===== config.mk =====
export PLATFORM = sky130hd
export DESIGN_NAME = axi_wr_burst_slave
export DESIGN_NICKNAME = d
export VERILOG_FILES = /design/src/rtl/axi_wr_burst_slave.sv
export SDC_FILE = /design/constraint.sdc
export NUM_CORES = 1
export LEC_CHECK = 0
export CAP_MARGIN = 15
export CORE_UTILIZATION = 44
export CTS_CLUSTER_DIAMETER = 80
export DETAILED_ROUTE_END_ITERATION = 8
export PLACE_DENSITY = 0.87
export SLEW_MARGIN = 20
export SYNTH_ARGS = -nofsm -noshare
export SYNTH_HDL_FRONTEND = slang
export SYNTH_SLANG_ARGS = --single-unit

===== constraint.sdc =====
create_clock -name axi_aclk -period 3.4 [get_ports axi_aclk]
set_input_delay 0.68 -clock axi_aclk [delete_from_list [all_inputs] [get_ports axi_aclk]]
set_output_delay 0.68 -clock axi_aclk [all_outputs]
set_load 0.03 [all_outputs]

===== src/rtl/axi_wr_burst_slave.sv =====
// -----------------------------------------------------------------------------
// axi_wr_burst_slave
//
// AXI4 write-side slave that terminates the AW/W/B channels. One burst is
// handled at a time: the AW request is captured, every W beat is forwarded to a
// simple registered memory write port with its computed beat address, and a
// single B response closes the burst.
//
// Handshake rule (all three channels): a transfer happens on a rising edge of
// axi_aclk where both valid and ready are 1. This slave never makes its ready
// depend combinationally on valid; every ready/valid it drives is a register.
//
// Ports
//   axi_aclk    clock
//   rst         synchronous, active-high reset
//   s_awaddr    burst start address
//   s_awlen     number of beats minus one
//   s_awsize    log2 of bytes per beat (legal up to log2(DW/8))
//   s_awburst   00 FIXED, 01 INCR, 10 WRAP, 11 reserved
//   s_awvalid   / s_awready   AW channel handshake
//   s_wdata     write data
//   s_wstrb     byte strobes
//   s_wlast     master's last-beat marker (checked against the beat count)
//   s_wvalid    / s_wready    W channel handshake
//   s_bresp     00 OKAY, 10 SLVERR
//   s_bvalid    / s_bready    B channel handshake
//   mem_we      one-cycle write pulse, one cycle after each W handshake
//   mem_addr    beat address
//   mem_wdata   beat data
//   mem_wstrb   beat strobes
// -----------------------------------------------------------------------------
module axi_wr_burst_slave #(
  parameter int AW = 32,
  parameter int DW = 64
) (
  input  logic              axi_aclk,
  input  logic              rst,

  input  logic [AW-1:0]     s_awaddr,
  input  logic [7:0]        s_awlen,
  input  logic [2:0]        s_awsize,
  input  logic [1:0]        s_awburst,
  input  logic              s_awvalid,
  output logic              s_awready,

  input  logic [DW-1:0]     s_wdata,
  input  logic [DW/8-1:0]   s_wstrb,
  input  logic              s_wlast,
  input  logic              s_wvalid,
  output logic              s_wready,

  output logic [1:0]        s_bresp,
  output logic              s_bvalid,
  input  logic              s_bready,

  output logic              mem_we,
  output logic [AW-1:0]     mem_addr,
  output logic [DW-1:0]     mem_wdata,
  output logic [DW/8-1:0]   mem_wstrb
);

  localparam int SW       = DW / 8;
  localparam int MAX_SIZE = $clog2(SW);

  localparam logic [1:0] BURST_FIXED = 2'b00;
  localparam logic [1:0] BURST_WRAP  = 2'b10;
  localparam logic [1:0] BURST_RSVD  = 2'b11;

  localparam logic [1:0] RESP_OKAY   = 2'b00;
  localparam logic [1:0] RESP_SLVERR = 2'b10;

  // IDLE: waiting for AW. DATA: collecting beats. RESP: B response pending.
  typedef enum logic [1:0] {
    IDLE = 2'd0,
    DATA = 2'd1,
    RESP = 2'd2
  } state_t;

  state_t        state;

  // Captured burst context
  logic [AW-1:0] addr;       // address of the next beat to be accepted
  logic [7:0]    len;
  logic [2:0]    size;
  logic [1:0]    burst;
  logic [7:0]    beat_cnt;   // beats accepted so far in this burst
  logic          err;        // burst will answer SLVERR
  logic          suppress;   // AW-time error: beats are swallowed, not written

  // Decoded events
  logic          aw_hs;
  logic          w_hs;
  logic          b_hs;
  logic          last_beat;
  logic          wlast_bad;
  logic          aw_bad;

  // Address stepping
  logic [AW-1:0] inc;
  logic [AW-1:0] wrap_mask;
  logic [AW-1:0] next_addr;

  assign aw_hs     = s_awvalid & s_awready;
  assign w_hs      = s_wvalid & s_wready;
  assign b_hs      = s_bvalid & s_bready;

  // The beat count, not s_wlast, decides where the burst ends.
  assign last_beat = (beat_cnt == len);
  assign wlast_bad = (s_wlast != last_beat);

  // Requests we cannot serve correctly still run to completion so the master
  // is never left hanging; they are only flagged here.
  assign aw_bad = (s_awsize > 3'(MAX_SIZE))
                | (s_awburst == BURST_RSVD)
                | ((s_awburst == BURST_WRAP) &&
                   !(s_awlen inside {8'd1, 8'd3, 8'd7, 8'd15}));

  // Next beat address. All arithmetic wraps modulo 2^AW. The reserved burst
  // type falls through to the INCR step.
  always_comb begin
    inc       = AW'(1) << size;
    wrap_mask = ((AW'(len) + AW'(1)) << size) - AW'(1);
    next_addr = addr + inc;
    case (burst)
      BURST_FIXED: next_addr = addr;
      BURST_WRAP:  next_addr = (addr & ~wrap_mask) | ((addr + inc) & wrap_mask);
      default:     next_addr = addr + inc;
    endcase
  end

  always_ff @(posedge axi_aclk) begin
    if (rst) begin
      state     <= IDLE;
      addr      <= '0;
      len       <= '0;
      size      <= '0;
      burst     <= '0;
      beat_cnt  <= '0;
      err       <= 1'b0;
      suppress  <= 1'b0;
      s_awready <= 1'b0;
      s_wready  <= 1'b0;
      s_bvalid  <= 1'b0;
      s_bresp   <= RESP_OKAY;
      mem_we    <= 1'b0;
      mem_addr  <= '0;
      mem_wdata <= '0;
      mem_wstrb <= '0;
    end else begin
      // mem_we is a pulse; it is raised only in the cycle after a W handshake.
      mem_we <= 1'b0;

      case (state)
        IDLE: begin
          // awready comes up on the first cycle out of reset and stays up
          // until a request is taken.
          s_awready <= 1'b1;
          s_wready  <= 1'b0;
          if (aw_hs) begin
            addr      <= s_awaddr;
            len       <= s_awlen;
            size      <= s_awsize;
            burst     <= s_awburst;
            beat_cnt  <= '0;
            err       <= aw_bad;
            suppress  <= aw_bad;
            s_awready <= 1'b0;
            s_wready  <= 1'b1;
            state     <= DATA;
          end
        end

        DATA: begin
          if (w_hs) begin
            mem_we    <= ~suppress;
            mem_addr  <= addr;
            mem_wdata <= s_wdata;
            mem_wstrb <= s_wstrb;
            addr      <= next_addr;
            beat_cnt  <= beat_cnt + 8'd1;
            if (last_beat) begin
              // A wrong wlast on the final beat itself must still reach the
              // response, so it is folded in directly rather than via err.
              s_wready <= 1'b0;
              s_bvalid <= 1'b1;
              s_bresp  <= (err | wlast_bad) ? RESP_SLVERR : RESP_OKAY;
              beat_cnt <= '0;
              state    <= RESP;
            end else if (wlast_bad) begin
              err <= 1'b1;
            end
          end
        end

        RESP: begin
          // bvalid/bresp hold until the master takes the response.
          if (b_hs) begin
            s_bvalid  <= 1'b0;
            s_awready <= 1'b1;
            state     <= IDLE;
          end
        end

        default: begin
          state <= IDLE;
        end
      endcase
    end
  end

endmodule


Word level (Yosys, flattened, before mapping). Cells that the tools add are included. Widths: inputs -> output; s select.

$add $sub $neg: 4. $lt $le $gt $ge: 1. Equality and inequality tests: 18. Shifts and indexed selects: 2. Multiplexer cells: 30. Bitwise gates (word level): 13. Reductions and logical operators: 19.

Operator list (count): $pmux 32 s2 (2); $and 32x32->32 (2); $mux 32 (2); $add 32x32->32 (1); $not 32->32 (1); $or 32x32->32 (1); $shl 1x3->32 const A (1); $shl 9x3->32 (1); $sub 32x1->32 const B (1); $mux 8 (3); $pmux 8 s2 (1); $ne 2x2->1 const B (7); $mux 1 (12); $reduce_and 4->1 (3); $mux 2 (5); $add 8x1->9 const B (1); $reduce_and 3->1 (3); $add 8x1->8 const B (1); $eq 2x2->1 const B (4); $eq 8x1->1 const B (1); $eq 8x2->1 const B (1); $eq 8x3->1 const B (1); $eq 8x4->1 const B (1); $eq 8x8->1 (1); 16 further kinds (30).

Register bits after elaboration: 167. Input bits: 123. Output and inout bits: 110. Logic and storage cells: 103.

Depth between registers and ports, before layout. Gate-level depths: netlist (run 1).

Depth in word-level cells: 9. Depth in mapped cells: 16.

Worst setup path before layout (run 1). OpenSTA, ideal clock, no wires.

Kind: flip-flop to flip-flop. Start point: register size[1]. End point: register with a tool-made name. Data arrival time: 3.476 ns. Data required time: 3.308 ns. Slack: -0.169 ns. Stages on the path, launching flop included: 16. Period minus slack after synthesis: 3.569 ns. Path through: dfxtp_1 -> buf_2 -> buf_2 -> buf_2 -> nor3_1 -> ha_1 -> inv_1 -> fa_1 -> nor2b_1 -> o21a_1 -> o21ai_0 -> a211oi_1 -> nand3_1 -> or3_1 -> o311a_1 -> o32ai_1.

RTL lines: from (decl) (RTL line 84) `logic [2:0] size;`; from (signal assigned) (RTL line 162) `size <= s_awsize;`.

==> results.txt, run 1 <==
The overall die area came out at 20150 um^2. The highest layer touched by signal routing is met4. The initial utilization of the core area, before any placement, comes to 45.47%. In the synthesized netlist the dominant register cell turns out to be sky130_fd_sc_hd__dfxtp_1. The share of Yosys cell area claimed by the top area cell type is 38.56%.

After clock tree synthesis, the clock-pin slew on the worst setup and hold paths is 0.07 ns. For the worst setup path, the data required time is 3.72 ns. The number of antenna violations at the first check in global routing is 0. In this run the power density over the cells is just over 400 nW/um^2. The H-tree depth is 4. The worst register-to-register path begins at len[1]$_SDFFE_PP0P_.

The path category of the worst min-delay check is register to register. For this design, the sink count on the clock tree is 166. The launching element type of the critical path is a register. In this run the tightest slew margin relative to its limit is 43.68%. The transition time of the tightest slew-check pin is 0.8448 ns. The switching power is ~1.4 mW. The post-detailed-route count of antenna-violating nets is 0.

Synthesis instantiated 80 different standard cells from the library. The first global-routing pass estimated 44220 um of wire. Counting every instance in the synthesized netlist gives around 1200. After synthesis, the largest family of logic cells by area is simple AND/OR/NAND/NOR gates. The cell leakage power came out at 4.326 nW. During synthesis, Yosys emitted a total of 0 warnings. In the synthesized netlist, mux cells make up 0.8420% of the area.

The arithmetic-cell share of the synthesized area counting full adders, half adders and majority gates is 1.974%. Together, buffers and inverters on the worst path number 1. The die extent in y came out at between 100 and 150 um. Max-cap violations in this run came to 0. The share of synthesized flip-flops with an asynchronous set or reset came out at 0%. Global routing used 27.47% of the available tracks across all layers. The final routed DRC violation total came out at 0. The top-level port count is 233. The total length of routed wires is about 27000 um. Fill cells in the final layout number 1612.

The worst ir drop on vdd is 0.4187 mV. Entering global routing, the biggest net connects 106 pins. STA classifies the critical path endpoint as a register. The wire length on met1 came out at 11160 um. The internal power contribution is approximately 3.5 mW. The fraction of final layout cells sized beyond drive strength 1 is 10.49%. The routed design uses 2492 um of met3 wire.

The achievable frequency came out at 312.4 MHz. The biggest area contributor in the post-synthesis netlist is sky130_fd_sc_hd__dfxtp_1. Setup repair after global routing left no endpoint under its margin. The average instance area after synthesis came out at 7.481 um^2. The hold violation total from the final report is 0. The flow ran to the end, and the final reports show no timing, DRC or antenna violations. The area of the placeable core came out at around 19000 um^2. After global routing the overflow that remains totals 0. Compared with the post-synthesis result, the final layout area differs by 41.49%.

The number of global-route vias before repair was 9017. The CTS tree is built. The critical path in this run is classified as register to register. The maximum fanout along the worst path is 7. The via count is 9275. The estimated wirelength of the detail-placed design came out at 19610 um. The relative contribution of combinational cells to total power came out at between 10% and 20%. The post-layout minimum cycle time is roughly 3.2 ns. The placed cell count is 1630.

Between clock sinks in the finished design, the worst skew comes to about 0.015 ns. The part of the cycle the worst path needs is 94.16%. The number of DRC violations after detailed-routing iteration 0 is 703. The first detailed-routing pass took 6 iterations. The final max-slew violation count is 0.

The detail-routed net length per standard cell came out at 16.45 um. The non-filler instance count after layout came out at about 1700. The flip-flop and latch count after synthesis came out at 166. The sequential share of power came out at between 40 and 50%. For this run, the slowest stage of the critical path takes 0.40 ns. The depth of the most critical reg-to-reg path came out at 11. Summing the areas of all compound-gate instances in the mapped netlist gives 23.66% of the synthesized area. The initialized floorplan defines 50 standard-cell rows. The post-synth net total is between 1000 and 1500. The horizontal die dimension is 142.0 um. Leaving out fill and tap cells, the most frequent cell in the layout is sky130_fd_sc_hd__nand2_1. The slowest stage of the critical path is the sky130_fd_sc_hd__or3_4 cell. The amount of wire on met2 after detailed routing came out at 12890 um. The antenna cell count is 0. The library cells used most frequently in the layout, excluding fill and tap cells, are 287 x sky130_fd_sc_hd__nand2_1, 230 x sky130_fd_sc_hd__clkdlybuf4s50_1, 163 x sky130_fd_sc_hd__a21oi_1. In this run the clock root is driven by a sky130_fd_sc_hd__clkbuf_16.

The cell depth of the worst min-delay path came out at 2. The clock network power share came out at between 40% and 50%. Buffers inserted to repair hold after CTS numbered 0. The total design power came out at 4.906 mW. The fraction of the mapped netlist area in simple logic gates came out at a little over a quarter.

By area the synthesized netlist is led by sky130_fd_sc_hd__dfxtp_1 39%, sky130_fd_sc_hd__nand2_1 13%, sky130_fd_sc_hd__a21oi_1 9.5%, sky130_fd_sc_hd__nor2_1 3.4%, sky130_fd_sc_hd__clkbuf_1 2.8%. The minimum setup slack among reg-to-reg paths is approximately 0.20 ns. The setup-violating endpoint count in the final report is 0.

The post-synth design cell area is 8618 um^2. Buffers added to address setup during post-CTS repair amount to 0. The signal on the critical path passes through ha_2, and3_1, nand3_1, a41o_1, or3_4, o32ai_4, nand4_1, buf_4, o31a_1, o221ai_1, a21oi_1. The via-per-instance ratio is 5.581. The number of buffers between clock root and the deepest sink came out at 2.

Of the total power, the share spent switching nets is 27.77%. The number of buffers added on ports came out at 231. The startpoint identified for the worst hold timing path is mem_wdata[34]$_SDFFE_PP0P_.

The number of buffers created by CTS came out at 17. Across all hold checks on the routed design, the worst slack comes to ~0.45 ns. After the last flow step, the layout net total stands at approximately 1500. The count of flip-flops with a built-in enable after synthesis is 0. For the worst setup path, the data arrival time is between 3 and 4 ns. The end point of the most critical hold path is mem_wdata[34]$_SDFFE_PP0P_. Sequential cells were found to cover between 30% and 40% of the synthesized design area. On the critical path the largest part of the delay comes from compound AO/OA/AOI/OAI gates. At the end of routability-driven placement, the weighted congestion stood at 0.9345. The source-to-sink clock delay at the later pin of the worst-skew pair is 0.44 ns.

The xor/xnor share of the synthesized area is between 3 and 4%.
kinds of logic (layout without fill, tap and decap cells):
family | count (synthesis) | count (layout)
flops | 166 | 166
xor+xnor | 32 | 32
compound gates | 318 | 318
buf+inv | 104 | 354
other cells | 1 | 1
fa+ha+maj | 13 | 13
mux | 7 | 7
simple gates | 511 | 511
layer usage:
layer	track usage, %	up-vias
li1	-	4509
met1	33.25	4284
met2	46.07	429
met3	7.032	53
met4	11.88	0
met5	0	-
timing repair:
action / 4_1_cts / 5_1_grt
resized for setup: 1 / 21
pin swaps: 0 / 2
hold endpoints to repair: 0 / 0
endpoints found under the setup margin: 1 / 22
cloned: 0 / 0
metrics by stage:
step / utilization, % / TNS [ns] / area [um^2] / setup slack, ns
5_1_grt: 64.33 / 0 / 12190 / 0.006240
6_report: 64.33 / 0 / 12190 / 0.1985
4_1_cts: 63.96 / 0 / 12120 / 0.06996
3_3_place_gp: 60.57 / 0 / 11480 / 0.1750
3_5_place_dp: 60.57 / 0 / 11480 / 0.07524
2_1_floorplan: - / -0.002112 / 8626 / -0.002112
worst reg2reg max path, delay by kind of cell (launching register included):
kind	cells	cell delay (ns)
AO/OA/AOI/OAI	5	1.27
AND/OR/NAND/NOR	4	0.99
flip-flops	1	0.39
adder cells (fa/ha/maj)	1	0.23
buffers and inverters	1	0.22
how the worst max path moves through the flow:
stage	from	end	slack, ns	depth (start not counted)
after detailed placement	size[1]$_SDFFE_PP0P_	register	0.08	13
after CTS	size[1]$_SDFFE_PP0P_	register	0.07	13
after floorplan	size[1]$_SDFFE_PP0P_	register	-0.002	15
after global placement	size[1]$_SDFFE_PP0P_	register	0.18	12
final	len[1]$_SDFFE_PP0P_	register	0.20	11
after global routing	len[1]$_SDFFE_PP0P_	register	0.006	11
area by class of cell:
type / count / area (um^2) / area share, %
clock inverter: 15 / 211.5 / 1.734
clock buffer: 17 / 425.4 / 3.489
multi-input combinational: 882 / 4965 / 40.71
sequential: 166 / 3333 / 27.33
timing repair buffer: 303 / 2863 / 23.48
tap: 260 / 325.3 / 2.668
inverter: 19 / 71.32 / 0.5849
cells in the mapped netlist (10+ instances only):
| library cell | instances |
|---|---|
| sky130_fd_sc_hd__a21oi_1 | 163 |
| sky130_fd_sc_hd__nand2b_1 | 11 |
| sky130_fd_sc_hd__inv_1 | 17 |
| sky130_fd_sc_hd__ha_1 | 12 |
| sky130_fd_sc_hd__xor2_1 | 23 |
| sky130_fd_sc_hd__nand4_1 | 13 |
| sky130_fd_sc_hd__dfxtp_1 | 166 |
| sky130_fd_sc_hd__nand3_1 | 30 |
| sky130_fd_sc_hd__nand2_1 | 287 |
| sky130_fd_sc_hd__a311oi_1 | 10 |
| sky130_fd_sc_hd__nor2_1 | 77 |
| sky130_fd_sc_hd__a211oi_1 | 14 |
| sky130_fd_sc_hd__a21o_1 | 11 |
| sky130_fd_sc_hd__nor3_1 | 25 |
| sky130_fd_sc_hd__and3_1 | 14 |
| sky130_fd_sc_hd__o21ai_0 | 29 |
| sky130_fd_sc_hd__clkbuf_1 | 64 |
power groups by stage:
stage	logic, mW	clock network (mW)	registers, mW
3_5_place_dp	0.722	0	2.12
4_1_cts	0.727	2.11	2.07
2_1_floorplan	0.411	0	2.10
3_3_place_gp	0.711	0	2.11
5_1_grt	0.802	2.18	2.08
6_report	0.738	2.09	2.08
No activity file was read; power rests on OpenSTA's default activity.
==> run 2: changes to the inputs <==
--- a/config.mk
+++ b/config.mk
@@ -10,7 +10,7 @@
 export CTS_CLUSTER_DIAMETER = 80
 export DETAILED_ROUTE_END_ITERATION = 8
 export PLACE_DENSITY = 0.87
-export SLEW_MARGIN = 20
+export SLEW_MARGIN = 10
 export SYNTH_ARGS = -nofsm -noshare
 export SYNTH_HDL_FRONTEND = slang
 export SYNTH_SLANG_ARGS = --single-unit
==> results of run 2 <==
Final layout, timing and power as in run 1 (identical DEF).
